$ cat config.mk
export PLATFORM = sky130hd
export DESIGN_NAME = gp_lpddr5_cmd_encoder
export DESIGN_NICKNAME = d
export VERILOG_FILES = /design/src/rtl/gp_lpddr5_cmd_pkg.sv /design/src/rtl/gp_lpddr5_ref_timer.sv /design/src/rtl/gp_lpddr5_cmd_encoder.sv
export SDC_FILE = /design/constraint.sdc
export NUM_CORES = 1
export LEC_CHECK = 0
export ABC_AREA = 1
export BUFFER_PORTS_ARGS = -buffer_cell sky130_fd_sc_hd__buf_2
export CELL_PAD_IN_SITES_DETAIL_PLACEMENT = 0
export CELL_PAD_IN_SITES_GLOBAL_PLACEMENT = 1
export CORE_MARGIN = 2
export CORE_UTILIZATION = 40
export DETAILED_ROUTE_END_ITERATION = 8
export GPL_ROUTABILITY_DRIVEN = 0
export PLACE_DENSITY = 0.86
export REMOVE_ABC_BUFFERS = 1
export SYNTH_ARGS = -nofsm -noshare
export SYNTH_HDL_FRONTEND = slang
export SYNTH_SLANG_ARGS = --single-unit
$ cat constraint.sdc
create_clock -name ck_t -period 2.85 [get_ports ck_t]
set_input_delay 0.57 -clock ck_t [delete_from_list [all_inputs] [get_ports ck_t]]
set_output_delay 0.57 -clock ck_t [all_outputs]
set_load 0.02 [all_outputs]
$ cat src/rtl/gp_lpddr5_cmd_pkg.sv
// LPDDR5 command encoder shared definitions: opcodes, FSM states and CA codes.
// CA code constants are written CA0 first (leftmost bit = CA0); ca_pins()
// reorders such a code onto the ca[6:0] port, where ca[0] drives CA0.
package gp_lpddr5_cmd_pkg;

  typedef enum logic [3:0] {
    OP_ACT  = 4'd1,
    OP_PRE  = 4'd2,
    OP_REF  = 4'd3,
    OP_WR16 = 4'd4,
    OP_RD16 = 4'd5,
    OP_MRW  = 4'd6,
    OP_MRR  = 4'd7,
    OP_PDE  = 4'd8,
    OP_PDX  = 4'd9
  } op_e;

  typedef enum logic [2:0] {
    ST_IDLE,
    ST_CMD1,
    ST_CMD2,
    ST_GAP_WAIT,
    ST_PD
  } state_e;

  localparam logic [6:0] CA_DES    = 7'b0000000;
  localparam logic [6:0] CA_PRE    = 7'b0001111;
  localparam logic [6:0] CA_REF    = 7'b0001110;
  localparam logic [6:0] CA_CAS_WR = 7'b0011100;
  localparam logic [6:0] CA_CAS_RD = 7'b0011010;
  localparam logic [6:0] CA_MRW1   = 7'b0001101;
  localparam logic [6:0] CA_MRR    = 7'b0001100;
  localparam logic [6:0] CA_PDE    = 7'b0000001;
  localparam logic [6:0] CA_PDX    = 7'b0000001;

  // Fixed headers of codes that carry argument bits in their tail
  localparam logic [2:0] CA_ACT1_HDR = 3'b111;
  localparam logic [2:0] CA_ACT2_HDR = 3'b110;
  localparam logic [2:0] CA_WR2_HDR  = 3'b011;
  localparam logic [2:0] CA_RD2_HDR  = 3'b100;
  localparam logic [5:0] CA_MRW2_HDR = 6'b000100;

  // Map a CA0-first code onto port order (bit i of the result drives CAi)
  function automatic logic [6:0] ca_pins(input logic [6:0] code);
    logic [6:0] pins;
    for (int i = 0; i < 7; i++) pins[i] = code[6 - i];
    return pins;
  endfunction

endpackage

$ cat src/rtl/gp_lpddr5_ref_timer.sv
// Refresh interval timer: counts ck_t cycles since the last REF on the bus,
// saturating at REFI_CYC, where the auto-refresh becomes pending.
// Only built into the encoder when GP_LPDDR5_AUTO_REFRESH_EN is defined.
module gp_lpddr5_ref_timer #(
  parameter int REFI_CYC = 64
) (
  input  logic ck_t,
  input  logic ddr_reset_n,
  input  logic clear,
  input  logic freeze,
  output logic pending
);

  localparam int TW = $clog2(REFI_CYC + 1);

  logic [TW-1:0] cnt;

  // Count up to the interval, hold there until a REF clears it; hold in power-down
  always_ff @(posedge ck_t or negedge ddr_reset_n) begin
    if (!ddr_reset_n) begin
      cnt <= '0;
    end else if (clear) begin
      cnt <= '0;
    end else if (!freeze && (cnt != TW'(REFI_CYC))) begin
      cnt <= cnt + 1'b1;
    end
  end

  assign pending = (cnt == TW'(REFI_CYC));

endmodule

$ cat src/rtl/gp_lpddr5_cmd_encoder.sv
// LPDDR5 command encoder: turns single requests into registered CA/CS
// command cycles, enforces the ACT-to-REF gap and handles power-down.
// Optional auto-refresh insertion is compiled in by GP_LPDDR5_AUTO_REFRESH_EN.
//
// state       | meaning
// ------------+-------------------------------------------------------------
// ST_IDLE     | DES on the bus, request may be accepted
// ST_CMD1     | first command cycle on the bus
// ST_CMD2     | second cycle of ACT/WR16/RD16/MRW on the bus
// ST_GAP_WAIT | REF held back (DES) until the ACT gap counter has expired
// ST_PD       | power-down, bus held at DES, only PDX accepted
module gp_lpddr5_cmd_encoder
  import gp_lpddr5_cmd_pkg::*;
#(
  parameter int REFI_CYC    = 64,
  parameter int ACT_REF_GAP = 7
) (
  input  logic       ck_t,
  input  logic       ddr_reset_n,
  input  logic       req_valid,
  output logic       req_ready,
  input  logic [3:0] req_op,
  input  logic [7:0] req_arg,
  output logic [6:0] ca,
  output logic       cs,
  output logic       auto_ref,
  output logic       pd_active,
  output logic       err
);

  localparam int GW = (ACT_REF_GAP > 1) ? $clog2(ACT_REF_GAP) : 1;

  state_e        state_q, state_d;
  logic [3:0]    op_q, op_d;
  logic [7:0]    arg_q, arg_d;
  logic          wait_auto_q, wait_auto_d;
  logic [GW-1:0] gap_q;
  logic [6:0]    code_d;
  logic          cs_d, auto_d, err_d, pd_d;
  logic          issue_ref, load_gap;
  logic          ref_pending;

`ifdef GP_LPDDR5_AUTO_REFRESH_EN
  gp_lpddr5_ref_timer #(.REFI_CYC(REFI_CYC)) u_ref_timer (
    .ck_t        (ck_t),
    .ddr_reset_n (ddr_reset_n),
    .clear       (issue_ref),
    .freeze      (state_q == ST_PD),
    .pending     (ref_pending)
  );
`else
  logic unused_refi_cfg;
  assign unused_refi_cfg = (REFI_CYC > 0);
  assign ref_pending     = 1'b0;
`endif

  // A pending auto-refresh blocks new requests; in power-down only PDX gets through
  assign req_ready = ddr_reset_n &&
                     (((state_q == ST_IDLE) && !ref_pending) ||
                      ((state_q == ST_PD) && (req_op == OP_PDX)));

  // Next state and next bus word
  always_comb begin
    state_d     = state_q;
    op_d        = op_q;
    arg_d       = arg_q;
    wait_auto_d = wait_auto_q;
    code_d      = CA_DES;
    cs_d        = 1'b0;
    auto_d      = 1'b0;
    err_d       = 1'b0;
    pd_d        = 1'b0;
    issue_ref   = 1'b0;
    load_gap    = 1'b0;
    case (state_q)
      ST_IDLE: begin
        if (ref_pending) begin
          op_d        = OP_REF;
          wait_auto_d = 1'b1;
          if (gap_q == '0) begin
            code_d    = CA_REF;
            cs_d      = 1'b1;
            auto_d    = 1'b1;
            issue_ref = 1'b1;
            state_d   = ST_CMD1;
          end else begin
            state_d = ST_GAP_WAIT;
          end
        end else if (req_valid) begin
          op_d        = req_op;
          arg_d       = req_arg;
          wait_auto_d = 1'b0;
          state_d     = ST_CMD1;
          cs_d        = 1'b1;
          case (req_op)
            OP_ACT: begin
              code_d   = {CA_ACT1_HDR, req_arg[3:0]};
              load_gap = 1'b1;
            end
            OP_PRE:  code_d = CA_PRE;
            OP_REF: begin
              if (gap_q == '0) begin
                code_d    = CA_REF;
                issue_ref = 1'b1;
              end else begin
                cs_d    = 1'b0;
                state_d = ST_GAP_WAIT;
              end
            end
            OP_WR16: code_d = CA_CAS_WR;
            OP_RD16: code_d = CA_CAS_RD;
            OP_MRW:  code_d = CA_MRW1;
            OP_MRR:  code_d = CA_MRR;
            OP_PDE:  code_d = CA_PDE;
            OP_PDX: begin
              code_d = CA_PDX;
              cs_d   = 1'b0;
            end
            default: begin
              cs_d  = 1'b0;
              err_d = 1'b1;
            end
          endcase
        end
      end
      ST_GAP_WAIT: begin
        if (gap_q == '0) begin
          code_d    = CA_REF;
          cs_d      = 1'b1;
          auto_d    = wait_auto_q;
          issue_ref = 1'b1;
          state_d   = ST_CMD1;
        end
      end
      ST_CMD1: begin
        state_d = ST_IDLE;
        case (op_q)
          OP_ACT: begin
            code_d  = {CA_ACT2_HDR, arg_q[7:4]};
            cs_d    = 1'b1;
            state_d = ST_CMD2;
          end
          OP_WR16: begin
            code_d  = {CA_WR2_HDR, arg_q[3:0]};
            cs_d    = 1'b1;
            state_d = ST_CMD2;
          end
          OP_RD16: begin
            code_d  = {CA_RD2_HDR, arg_q[3:0]};
            cs_d    = 1'b1;
            state_d = ST_CMD2;
          end
          OP_MRW: begin
            code_d  = {CA_MRW2_HDR, arg_q[0]};
            cs_d    = 1'b1;
            state_d = ST_CMD2;
          end
          OP_PDE: begin
            pd_d    = 1'b1;
            state_d = ST_PD;
          end
          default: ;
        endcase
      end
      ST_CMD2: state_d = ST_IDLE;
      ST_PD: begin
        pd_d = 1'b1;
        if (req_valid && (req_op == OP_PDX)) begin
          code_d  = CA_PDX;
          op_d    = OP_PDX;
          state_d = ST_CMD1;
        end
      end
      default: state_d = ST_IDLE;
    endcase
  end

  // State, captured request and registered bus outputs
  always_ff @(posedge ck_t or negedge ddr_reset_n) begin
    if (!ddr_reset_n) begin
      state_q     <= ST_IDLE;
      op_q        <= '0;
      arg_q       <= '0;
      wait_auto_q <= 1'b0;
      ca          <= '0;
      cs          <= 1'b0;
      auto_ref    <= 1'b0;
      err         <= 1'b0;
      pd_active   <= 1'b0;
    end else begin
      state_q     <= state_d;
      op_q        <= op_d;
      arg_q       <= arg_d;
      wait_auto_q <= wait_auto_d;
      ca          <= ca_pins(code_d);
      cs          <= cs_d;
      auto_ref    <= auto_d;
      err         <= err_d;
      pd_active   <= pd_d;
    end
  end

  // ACT-to-REF gap: loaded on the ACT first cycle, counts down and rests at zero
  always_ff @(posedge ck_t or negedge ddr_reset_n) begin
    if (!ddr_reset_n) begin
      gap_q <= '0;
    end else if (load_gap) begin
      gap_q <= GW'(ACT_REF_GAP - 1);
    end else if (gap_q != '0) begin
      gap_q <= gap_q - 1'b1;
    end
  end

endmodule

## Yosys cells after proc, flatten, opt, wreduce, memory -nomap -nowiden

Cells that the tools add are included.

- Add/sub/neg operators: 1
- Multiply operators: 0
- Div/mod/pow operators: 0
- $lt $le $gt $ge: 0
- Eq/ne operators: 20
- Shift-type cells: 0
- Muxes and demuxes: 31
- Bitwise gates (word level): 0
- Reduce and logical (&&, ||, !) cells: 16

Operator list:

| kind | count |
|---|---|
| case mux 7 bit (4 select lines) | 2 |
| case mux 7 bit (8 select lines) | 1 |
| == test 4 x 3 -> 1 bit, second input constant | 7 |
| 2-to-1 mux 3 bit | 5 |
| == test 4 bit, second input constant | 3 |
| 2-to-1 mux 4 bit | 3 |
| case mux 3 bit (4 select lines) | 1 |
| 2-to-1 mux 1 bit | 11 |
| OR reduction 9 bit | 1 |
| == test 4 x 1 -> 1 bit, second input constant | 2 |
| == test 4 x 2 -> 1 bit, second input constant | 2 |
| case mux 4 bit (2 select lines) | 1 |
| 2-to-1 mux 7 bit | 1 |
| OR reduction 7 bit | 1 |
| zero test 3 bit | 2 |
| case mux 3 bit (2 select lines) | 1 |
| AND reduction 3 bit | 2 |
| 2-to-1 mux 2 bit | 2 |
| != test 2 bit, second input constant | 2 |
| case mux 1 bit (2 select lines) | 2 |
| nonzero test 2 bit | 2 |
| OR reduction 4 bit | 1 |
| == test 3 x 1 -> 1 bit, second input constant | 1 |
| == test 3 x 2 -> 1 bit, second input constant | 1 |
| 9 further kinds | 11 |

- Register bits: 28
- Bits in latches: 0
- Bits in writable memories: 0
- Memory bits (read-only): 0
- Bits of input ports: 15
- Output and inout port bits: 12
- Logic and storage cells: 76
- Memories: 0

## Depth between registers and ports, before layout

- Depth in word-level cells: 5
- Depth in mapped cells: 9
- Mapped depth without buffers: 9

## Worst setup path after synthesis

OpenSTA, ideal clock, no wires.

- Path type: input port to output port
- Start point: in req_op[3]
- End point: out req_ready
- Arrival: 1216 ps
- Data required time: 2280 ps
- Setup slack: 1064 ps
- Stages on the path: 6
- Path buffers: 0
- Cells stage by stage: inv_1 nor2_1 nand2_1 nand2_1 nand2_1 nor2_1

- Longest elaborated chain between the ends: 4

RTL lines:

| what | RTL line | RTL |
|---|---|---|
| start: declaration | gp_lpddr5_cmd_encoder.sv:22 | `input logic [3:0] req_op,` |
| == test 4 bit | gp_lpddr5_cmd_encoder.sv:60 | `((state_q == ST_PD) && (req_op == OP_PDX)));` |
| logical AND 1 bit | gp_lpddr5_cmd_encoder.sv:60 |  |
| logical OR 1 bit | gp_lpddr5_cmd_encoder.sv:59 | `(((state_q == ST_IDLE) && !ref_pending) \|\|` |
| logical AND 1 bit | gp_lpddr5_cmd_encoder.sv:58 | `assign req_ready = ddr_reset_n &&` |
| end: declaration | gp_lpddr5_cmd_encoder.sv:21 | `output logic req_ready,` |

No other way between the ends.

## Worst setup path in the final report

Same ends and word-level chain as after synthesis.

==> out/results.txt <==
Fin. Hold Viols = 0
Post-synthesis register bit count = 28
RR Startpoint = gap_q[0]
Minimum clock period after layout = 1.96 ns
Clock Latency Late Sink = 0.27 ns
Grt ovf = 0
Sequential fraction of the synthesis area = 0.452
Worst hold-check path type = in -> async
Pleak = 1.00 nW
Final wirelength = 3.42 mm
Max cap viols = 0
Setup violators final = 0
Core Box Area = 3690 µm²
WL per Instance = 12.3 µm
Layout cells sized above 1 = 0.190
Reg clk slew, reported paths = 0.09 ns
Tcrit/Tclk final = 0.688
Vias per cell = 4.85
DRC = 0
Die Height = 66.2 µm
DRT Pass-1 Iters = 4
CP max FO = 4
Max frequency = 510 MHz
Setup crit start = req_op[3]
Status = finished, final reports clean
DR iter-0 viols = 72
Setup crit start kind = primary input
Post-synth EDFFs = 0
Io pins = 27
Syn_area_per_cell = 7.59 µm²
CTS root buf = clkbuf_8
Mapped Area = 1550 µm²
P&R area growth vs syn = 14.3%
Tot Pwr = 0.00174 W
CTS tree = built
Setup tns final = 0 ns
Post-DP HPWL = 2.61 mm
Area leader, netlist = dfrtp_1
Fin. max-slew vios = 0
Vias in the first global route = 1265
Gr usage total = 0.182
VDD IR max = 0.377 mV
Worst EP arrival = 1.39 ns
RSZ-0062 raised after global routing = no
Die width = 66.2 µm
Clock Skew = 0.00365 ns
Final net count = 249
PD cells = 983 nW/µm²
Initial Utilization = 0.420
Worst EP required = 2.28 ns
Die area = 4390 µm²
Post_cts resized = 0
Synth area leaders = dfrtp_1 45%, nand2_1 18%, nand3_1 7.4%, inv_1 5.1%, nor2_1 3.6%
First-pass GRT wire length = 5.98 mm
Num CTS Buffers = 3
Clock Sinks = 28
Yosys top cell area share = 0.452
Asr flop ratio synth = 1.00
DRT antenna net count = 0
Max clock buf depth = 2
Post-CTS setup buffer count = 0
DR vias = 1354
Ys Warns = 0
Post-synth cell types = 30
Antenna violations before repair = 0
Critical path type = in -> out
# hold bufs at CTS = 0
Largest net degree at the start of global routing = 29
Post-Syn Instances = 204
H-tree Lvls = 1
Antenna diodes = 0
CP endpoint kind = output pin
Num rows = 22
PortBufs = 25
Most used flip-flop cell after synthesis = dfrtp_1
==> metrics by stage <==
step / hold WS, ns / instances / instance area [µm²] / utilization / setup WS (ns)
finish: 0.291 / 279 / 1770 / 0.480 / 0.888
global route: 0.328 / 279 / 1770 / 0.480 / 0.742
CTS: 0.307 / 279 / 1770 / 0.480 / 0.898
detailed placement: 0.460 / 275 / 1720 / 0.465 / 0.901
global placement: 0.465 / 275 / 1720 / 0.465 / 0.913
floorplan: 0.274 / 201 / 1520 / - / 1.06
==> cell type report <==
cell class              count  area, µm²
inverters                  24       91.3
clock buffers               4       55.1
multi-input cells         149        731
well taps                  48       60.1
fillers                   394       1920
flip-flops and latches     28        701
repair buffers             26        133
==> state kept, by name, summed over array words and instances, names as in the netlist <==
register,cells
state_q,3
cs,1
err,1
arg_q,8
ca,7
pd_active,1
op_q,4
gap_q,3
==> cell usage after synthesis, types with 2 or more instances <==
| cell type | number |
|---|---|
| a21oi_1 | 5 |
| a22oi_1 | 2 |
| buf_4 | 2 |
| dfrtp_1 | 28 |
| ha_1 | 2 |
| inv_1 | 21 |
| inv_2 | 2 |
| nand2_1 | 73 |
| nand2_4 | 2 |
| nand3_1 | 23 |
| nand4_1 | 2 |
| nor2_1 | 15 |
| nor2_2 | 3 |
| nor2_4 | 2 |
| o21ai_0 | 4 |
| o21ai_1 | 3 |
| o22ai_1 | 2 |
==> logic make-up after synthesis <==
kind of cell,Yosys count,share of synthesized area
flops,28,0.452
fa+ha+maj,2,0.0162
simple gates,126,0.370
buf+inv,27,0.0759
compound gates,18,0.0719
xor+xnor,2,0.0113
other cells,1,0.00242
==> power by group <==
part	switching, W	internal [W]	total, W
registers	0.000112	0.000564	0.000676
clock network	0.000119	0.000124	0.000243
logic	0.000555	0.000266	0.000821
==> layer usage <==
layer | GRT usage | wire [µm] | part of all wire | up-vias
met1 | 0.275 | 1760 | 0.51 | 619
met5 | 0 | 0 | 0 | -
met3 | 0.0273 | 136 | 0.040 | 4
met4 | 0.0612 | 47 | 0.014 | 0
li1 | - | - | - | 697
met2 | 0.264 | 1480 | 0.43 | 34
==> worst max-delay path, cell delays in order <==
cell and delay (ns):
buf_2 0.11, inv_1 0.08, nor2_1 0.13, nand2_1 0.10
nand2_1 0.10, nand2_1 0.05, nor2_1 0.08, buf_2 0.17
==> placed cells by master (no fill, tap or decap), drive strengths merged <==
cell | Yosys | layout
nand3 | 23 | 23
xor2 | 1 | 1
conb | 1 | 1
and2 | 1 | 1
clkbuf | 0 | 4
dfrtp | 28 | 28
xnor2 | 1 | 1
nor3 | 3 | 3
nand4 | 2 | 2
o22ai | 2 | 2
o211ai | 1 | 1
nor2 | 20 | 20
o21ai | 7 | 7
clkinv | 1 | 1
nand3b | 1 | 1
buf | 3 | 26
a22oi | 2 | 2
ha | 2 | 2
a21oi | 6 | 6
inv | 23 | 23
nand2 | 76 | 76
==> worst paths after layout <==
path / end / cells past startpoint / slack [ns]
worst max-delay path: req_ready / 8 / 0.89
worst min-delay path: state_q[0] / 2 / 0.29
worst max register to register: state_q[1] / 9 / 1.33
worst min register to register: arg_q[4] / 2 / 0.49
max in group asynchronous: ca[5] / 2 / 2.29
min in group ck_t: arg_q[4] / 2 / 0.49
No activity file was read; power rests on OpenSTA's default activity.
